## config.mk

```make
export PLATFORM = sky130hd
export DESIGN_NAME = ps2_rx_event_fifo
export DESIGN_NICKNAME = d
export VERILOG_FILES = /design/src/rtl/ps2_rx_event_fifo.sv
export SDC_FILE = /design/constraint.sdc
export NUM_CORES = 1
export LEC_CHECK = 0
export CAP_MARGIN = 10
export CORE_UTILIZATION = 54
export DETAILED_ROUTE_END_ITERATION = 8
export HOLD_SLACK_MARGIN = 0.08
export PLACE_DENSITY = 0.75
export SLEW_MARGIN = 10
export SYNTH_ARGS = -nofsm -noshare
export SYNTH_HDL_FRONTEND = slang
export SYNTH_SLANG_ARGS = --single-unit
```

## constraint.sdc

```tcl
create_clock -name CLK -period 2.59 [get_ports CLK]
set_input_delay 0.6475 -clock CLK [delete_from_list [all_inputs] [get_ports CLK]]
set_output_delay 0.6475 -clock CLK [all_outputs]
set_load 0.01 [all_outputs]
```

## src/rtl/ps2_rx_event_fifo.sv

```systemverilog
// PS/2 keyboard receiver on the system clock: frame check, F0/E0 prefix folding, event FIFO.
// Define PS2_EXT_EN to treat E0 as an extended-key prefix; otherwise E0 is discarded and EVT_EXT is 0.
module ps2_rx_event_fifo #(
  parameter int unsigned CLK_HZ      = 100_000_000,
  parameter int unsigned TIMEOUT_US  = 1000,
  parameter int unsigned SYNC_STAGES = 2,
  parameter int unsigned FILTER_LEN  = 4,
  parameter int unsigned FIFO_DEPTH  = 8
) (
  input  logic                            CLK,
  input  logic                            RST_N,
  input  logic                            PS2_CLK,
  input  logic                            PS2_DAT,
  output logic                            EVT_VALID,
  input  logic                            EVT_READY,
  output logic [7:0]                      EVT_CODE,
  output logic                            EVT_RELEASE,
  output logic                            EVT_EXT,
  output logic [$clog2(FIFO_DEPTH+1)-1:0] FIFO_LEVEL,
  output logic                            OVERFLOW,
  input  logic                            CLR_OVF,
  output logic                            FRAME_ERR
);

  localparam int unsigned TIMEOUT_CYC = CLK_HZ / 1_000_000 * TIMEOUT_US;
  localparam int unsigned TW = $clog2(TIMEOUT_CYC + 1);
  localparam int unsigned FW = $clog2(FILTER_LEN + 1);
  localparam int unsigned PW = $clog2(FIFO_DEPTH);
  localparam int unsigned LW = $clog2(FIFO_DEPTH + 1);
`ifdef PS2_EXT_EN
  localparam int unsigned EW = 10;
`else
  localparam int unsigned EW = 9;
`endif

  typedef enum logic [1:0] {S_IDLE, S_DATA, S_PARITY, S_STOP} state_t;

  logic [SYNC_STAGES-1:0] clk_sync, dat_sync;
  logic                   clk_filt, clk_filt_d;
  logic [FW-1:0]          flt_cnt;
  logic                   fall, dat_s;

  state_t        state;
  logic [2:0]    bit_cnt;
  logic [7:0]    shreg;
  logic          par_ok;
  logic [TW-1:0] tmo_cnt;
  logic          byte_vld, tmo_pulse, frame_err;

  logic          rel_pend, push;
  logic [EW-1:0] entry, head;

  logic [EW-1:0] mem [FIFO_DEPTH];
  logic [PW-1:0] wr_ptr, rd_ptr;
  logic [LW-1:0] count;
  logic          full, empty, pop, wr, ovf;

  // Idle-high reset on both chains and the filter keeps reset release from looking like an edge.
  always_ff @(posedge CLK or negedge RST_N) begin
    if (!RST_N) begin
      clk_sync   <= '1;
      dat_sync   <= '1;
      clk_filt   <= 1'b1;
      clk_filt_d <= 1'b1;
      flt_cnt    <= '0;
    end else begin
      clk_sync   <= {clk_sync[SYNC_STAGES-2:0], PS2_CLK};
      dat_sync   <= {dat_sync[SYNC_STAGES-2:0], PS2_DAT};
      clk_filt_d <= clk_filt;
      if (clk_sync[SYNC_STAGES-1] == clk_filt) begin
        flt_cnt <= '0;
      end else if (flt_cnt == FW'(FILTER_LEN - 1)) begin
        clk_filt <= clk_sync[SYNC_STAGES-1];
        flt_cnt  <= '0;
      end else begin
        flt_cnt <= flt_cnt + 1'b1;
      end
    end
  end

  assign fall  = clk_filt_d & ~clk_filt;
  assign dat_s = dat_sync[SYNC_STAGES-1];

  always_ff @(posedge CLK or negedge RST_N) begin
    if (!RST_N) begin
      state     <= S_IDLE;
      bit_cnt   <= '0;
      shreg     <= '0;
      par_ok    <= 1'b0;
      tmo_cnt   <= '0;
      byte_vld  <= 1'b0;
      tmo_pulse <= 1'b0;
      frame_err <= 1'b0;
    end else begin
      byte_vld  <= 1'b0;
      tmo_pulse <= 1'b0;
      frame_err <= 1'b0;
      if (fall) begin
        tmo_cnt <= '0;
        unique case (state)
          S_IDLE: begin
            if (!dat_s) begin
              state   <= S_DATA;
              bit_cnt <= '0;
            end else begin
              frame_err <= 1'b1;
            end
          end
          S_DATA: begin
            shreg   <= {dat_s, shreg[7:1]};
            bit_cnt <= bit_cnt + 1'b1;
            if (bit_cnt == 3'd7) state <= S_PARITY;
          end
          S_PARITY: begin
            par_ok <= ^{shreg, dat_s};
            state  <= S_STOP;
          end
          S_STOP: begin
            if (dat_s && par_ok) byte_vld  <= 1'b1;
            else                 frame_err <= 1'b1;
            state <= S_IDLE;
          end
          default: state <= S_IDLE;
        endcase
      end else if (state != S_IDLE) begin
        if (tmo_cnt == TW'(TIMEOUT_CYC - 1)) begin
          state     <= S_IDLE;
          tmo_cnt   <= '0;
          frame_err <= 1'b1;
          tmo_pulse <= 1'b1;
        end else begin
          tmo_cnt <= tmo_cnt + 1'b1;
        end
      end else begin
        tmo_cnt <= '0;
      end
    end
  end

  // shreg holds the accepted byte during the byte_vld cycle, so the decoder reads it directly.
  always_comb begin
    push = byte_vld && !(shreg == 8'hF0 || shreg == 8'hE0 || shreg == 8'h00 || shreg == 8'hFF);
  end

  always_ff @(posedge CLK or negedge RST_N) begin
    if (!RST_N)                            rel_pend <= 1'b0;
    else if (tmo_pulse)                    rel_pend <= 1'b0;
    else if (byte_vld && shreg == 8'hF0)   rel_pend <= 1'b1;
    else if (push)                         rel_pend <= 1'b0;
  end

`ifdef PS2_EXT_EN
  logic ext_pend;
  always_ff @(posedge CLK or negedge RST_N) begin
    if (!RST_N)                            ext_pend <= 1'b0;
    else if (tmo_pulse)                    ext_pend <= 1'b0;
    else if (byte_vld && shreg == 8'hE0)   ext_pend <= 1'b1;
    else if (push)                         ext_pend <= 1'b0;
  end
  assign entry   = {ext_pend, rel_pend, shreg};
  assign EVT_EXT = empty ? 1'b0 : head[9];
`else
  assign entry   = {rel_pend, shreg};
  assign EVT_EXT = 1'b0;
`endif

  assign full  = (count == LW'(FIFO_DEPTH));
  assign empty = (count == '0);
  assign pop   = !empty && EVT_READY;
  assign wr    = push && (!full || pop);

  always_ff @(posedge CLK) begin
    if (wr) mem[wr_ptr] <= entry;
  end

  always_ff @(posedge CLK or negedge RST_N) begin
    if (!RST_N) begin
      wr_ptr <= '0;
      rd_ptr <= '0;
      count  <= '0;
      ovf    <= 1'b0;
    end else begin
      if (wr)  wr_ptr <= wr_ptr + 1'b1;
      if (pop) rd_ptr <= rd_ptr + 1'b1;
      unique case ({wr, pop})
        2'b10:   count <= count + 1'b1;
        2'b01:   count <= count - 1'b1;
        default: count <= count;
      endcase
      if (push && full && !pop) ovf <= 1'b1;
      else if (CLR_OVF)         ovf <= 1'b0;
    end
  end

  assign head        = mem[rd_ptr];
  assign EVT_VALID   = !empty;
  assign EVT_CODE    = empty ? '0 : head[7:0];
  assign EVT_RELEASE = empty ? 1'b0 : head[8];
  assign FIFO_LEVEL  = count;
  assign OVERFLOW    = ovf;
  assign FRAME_ERR   = frame_err;

endmodule

```

==> impl_metrics.env <==
export IMPL_required_ps=1940
export IMPL_cts_sinks=127
export IMPL_rows=36
export IMPL_hold_class="in -> async"
export IMPL_dp_final_hpwl_um=6330
export IMPL_fp_coreArea_um2=9860
export IMPL_grt_pass1_wl_um=16400
export IMPL_period_minus_slack_ps=2700
export IMPL_cp_startpoint="rd_ptr[0]$_DFFE_PN0P_"
export IMPL_vdd_drop_max_mv=0.646
export IMPL_reg2reg_from="shreg[3]$_DFFE_PN0P_"
export IMPL_finClkSkew_ps=8.58
export IMPL_seq_area_um2=3550
export IMPL_synth_ff_type="edfxtp_1"
export IMPL_initial_core_util_pct=56.0
export IMPL_violations="negative setup slack"
export IMPL_fmaxAchievable_ghz=0.371
export IMPL_wl_um=10000
export IMPL_clk_pin_slew_worst_paths_ps=60
export IMPL_cts_root_buffer="clkbuf_8"
export IMPL_firstDrtPassIters=4
export IMPL_crit_path_top_delay_cell="mux4_2"
export IMPL_p_leak_nw=2.61
export IMPL_final_cell_mix="edfxtp_1 (72), dfrtp_1 (46), nor2_1 (35)"
export IMPL_ctsHtreeMaxLevel=4
export IMPL_gp_congestion=0.820
export IMPL_multi_input_area_um2=1880
export IMPL_period_share_pct=104
export IMPL_ys_warn_count=0
export IMPL_antenna_found_initial=0
export IMPL_tightest_slew_ps=610
export IMPL_synth_edf_count=72
export IMPL_ios=23
export IMPL_drtIter0Drc=101
export IMPL_synthToLayoutAreaGrowth_pct=21.0
export IMPL_grt_pass1_vias=3302
export IMPL_critical_path_class="reg -> out"
export IMPL_mostFrequentLayoutCell="edfxtp_1"
export IMPL_clk_latency_ps=520
export IMPL_cts_hold_buffers=0
export IMPL_hold_viol=0
export IMPL_numCtsBuffers=17
export IMPL_num_vias=3174
export IMPL_cts_buffer_depth=2
export IMPL_path_cells="buf_4 > buf_12 > mux4_2 > mux2i_1 > nor2_1 > buf_2"
export IMPL_r2r_end="FIFO_LEVEL[3]$_DFFE_PN0P_"
export IMPL_ys_seq_elements=127
export IMPL_die_h_um=103
export IMPL_cellPowerDensity_nw_per_um2=1090
export IMPL_ant_nets=0
export IMPL_async_flop_share_pct=43.3
export IMPL_drv_cap=0
export IMPL_status="finished with violations"
export IMPL_crit_path_start_kind="register"
export IMPL_arrival_ps=2050
export IMPL_finalSetupTns_ps=-688
export IMPL_r2r_slack_ps=260
export IMPL_syn_avg_cell_area_um2=14.7
export IMPL_routedWlPerCell_um=17.3
export IMPL_endpoint_kind="output port"
export IMPL_finalPower_mw=7.31
export IMPL_gr_total_overflow=0
export IMPL_drv_slew=0
export IMPL_fin_area_um2=6690
export IMPL_dieArea_um2=10600
export IMPL_portBuffers=21
export IMPL_fp_dieW_um=103
export IMPL_setup_slack_ps=-108
export IMPL_synth_cell_types=54
export IMPL_endpoint="EVT_CODE[7]"
export IMPL_rr_worst_depth=9
export IMPL_num_antenna_cells=0
export IMPL_groute_usage_overall_pct=21.5
export IMPL_final_setup_viol_count=9
export IMPL_nNetsFinal=452
export IMPL_ys_seq_area_share_pct=64.2
export IMPL_synth_area_um2=5530
export IMPL_drive_above_1_share_pct=28.3
export IMPL_vias_per_cell=5.48
export IMPL_crit_path_max_fanout=5
export IMPL_synthCells=375
export IMPL_cts_tree="yes"
export IMPL_grt_max_degree=23
export IMPL_drc=0
export IMPL_syn_num_nets=394
export IMPL_dp_slack_ps=41.8
export IMPL_dpl_cell_area_um2=6070
export IMPL_rsz0062_at_grt="true"
export IMPL_nFillCells=674
export IMPL_slew_headroom_pct=59.3
export IMPL_slowest_delay_ps=490
## stage by stage
stage	hold slack [ps]	cells	util, %
6_report	98.0	579	67.8
5_1_grt	121	579	67.8
4_1_cts	93.5	581	68.1
3_5_place_dp	350	541	61.6
3_3_place_gp	346	541	61.6
2_1_floorplan	345	375	-
## kinds of logic (layout without fill, tap and decap cells)
group                      after synthesis  in the layout  synth area share (%)
and+or+nand+nor                        113            113                  10.6
adders and majority gates               13             13                  3.08
buffers and inverters                   25             96                  2.04
DFF                                    127            127                  64.2
muxes                                   40             40                  11.7
xor gates and xnor gates                31             31                  4.91
other                                    1              1                0.0679
AOI/OAI and AO/OA                       25             25                  3.46
## area by class of cell
class	count	area share [%]
Inverter	11	0.655
Tap cell	133	2.49
Clock buffer	17	6.19
Clock inverter	15	2.19
Sequential cell	127	53.1
Multi-Input combinational cell	223	28.1
Timing Repair Buffer	53	7.30
## worst max-delay path: cells and delay by family, from the launching register on
kind                   cells  cell delay (ps)
buffers and inverters      3              400
DFF                        1              400
muxes                      2              670
and+or+nand+nor            1               70
## timing repair
action / 4_1_cts / 5_1_grt
setup buffers: 5 / 0
gates resized for setup: 43 / 3
setup endpoints to repair: 9 / 10
pin swaps: 1 / 2
gates cloned: 3 / 0
## power breakdown
part	switching, mW	leakage (nW)	total (mW)	internal [mW]
Clock	0.864	0.261	2.22	1.36
Sequential	0.214	1.38	2.68	2.46
Combinational	1.21	0.971	2.41	1.20
Total	2.29	2.61	7.31	5.03
## metal layers
metal | vias to the layer above | track usage (%) | routed length, um
met5 | - | 0 | 0
met4 | 0 | 7.37 | 114
met3 | 11 | 5.76 | 277
met2 | 50 | 37.1 | 5250
met1 | 1603 | 26.2 | 4390
li1 | 1510 | - | -
## synthesized netlist by cell type (2+ instances only)
| cell | number | share of area, % |
|---|---|---|
| buf_2 | 3 | 0.27 |
| edfxtp_1 | 72 | 39 |
| xnor2_1 | 19 | 3.0 |
| ha_1 | 12 | 2.7 |
| a21o_1 | 2 | 0.27 |
| nand2_1 | 25 | 1.7 |
| nor3b_1 | 3 | 0.41 |
| nor2b_1 | 6 | 0.68 |
| or2_2 | 2 | 0.23 |
| or3_1 | 2 | 0.23 |
| mux4_2 | 18 | 7.3 |
| a211oi_1 | 2 | 0.27 |
| and3_1 | 2 | 0.23 |
| a32oi_1 | 2 | 0.32 |
| nor3_1 | 7 | 0.63 |
| o21ai_0 | 5 | 0.45 |
| and4_1 | 2 | 0.32 |
| dfstp_2 | 6 | 2.9 |
| dfrtp_1 | 49 | 22 |
| a21oi_1 | 3 | 0.27 |
| xor2_1 | 12 | 1.9 |
| a31oi_1 | 2 | 0.23 |
| nor2_1 | 35 | 2.4 |
| nor4b_1 | 2 | 0.32 |
| mux2i_1 | 10 | 1.8 |
| mux2_2 | 11 | 2.2 |
| nand4_1 | 6 | 0.68 |
| buf_1 | 2 | 0.14 |
| nor4_1 | 6 | 0.68 |
| buf_4 | 3 | 0.41 |
| o22ai_1 | 2 | 0.23 |
| clkbuf_1 | 5 | 0.34 |
| inv_1 | 10 | 0.68 |
| nand3_1 | 7 | 0.63 |
## worst min path at each step
| stage | slack [ps] | cells after the start | endpoint | from |
|---|---|---|---|---|
| final | 100 | 1 | tmo_cnt[1]$_DFF_PN0_ | RST_N |
| after CTS | 90 | 1 | tmo_cnt[1]$_DFF_PN0_ | RST_N |
| after detailed placement | 350 | 0 | clk_sync[1]$_DFF_PN1_ | clk_sync[0]$_DFF_PN1_ |
| after global placement | 350 | 0 | clk_sync[1]$_DFF_PN1_ | clk_sync[0]$_DFF_PN1_ |
| after floorplan | 350 | 0 | FIFO_LEVEL[0]$_DFFE_PN0P_ | RST_N |
| after global routing | 120 | 1 | tmo_cnt[1]$_DFF_PN0_ | RST_N |
## state kept, by name (all words and copies together) (netlist names)
register and cells:
mem 72, clk_filt 1, wr_ptr 3, bit_cnt 3, par_ok 1, FRAME_ERR 1, shreg 8, tmo_cnt 17
rel_pend 1, tmo_pulse 1, FIFO_LEVEL 4, byte_vld 1, state 2, OVERFLOW 1, rd_ptr 3, dat_sync 2
clk_sync 2, clk_filt_d 1, flt_cnt 3
Power figures use the tool's default switching activity.
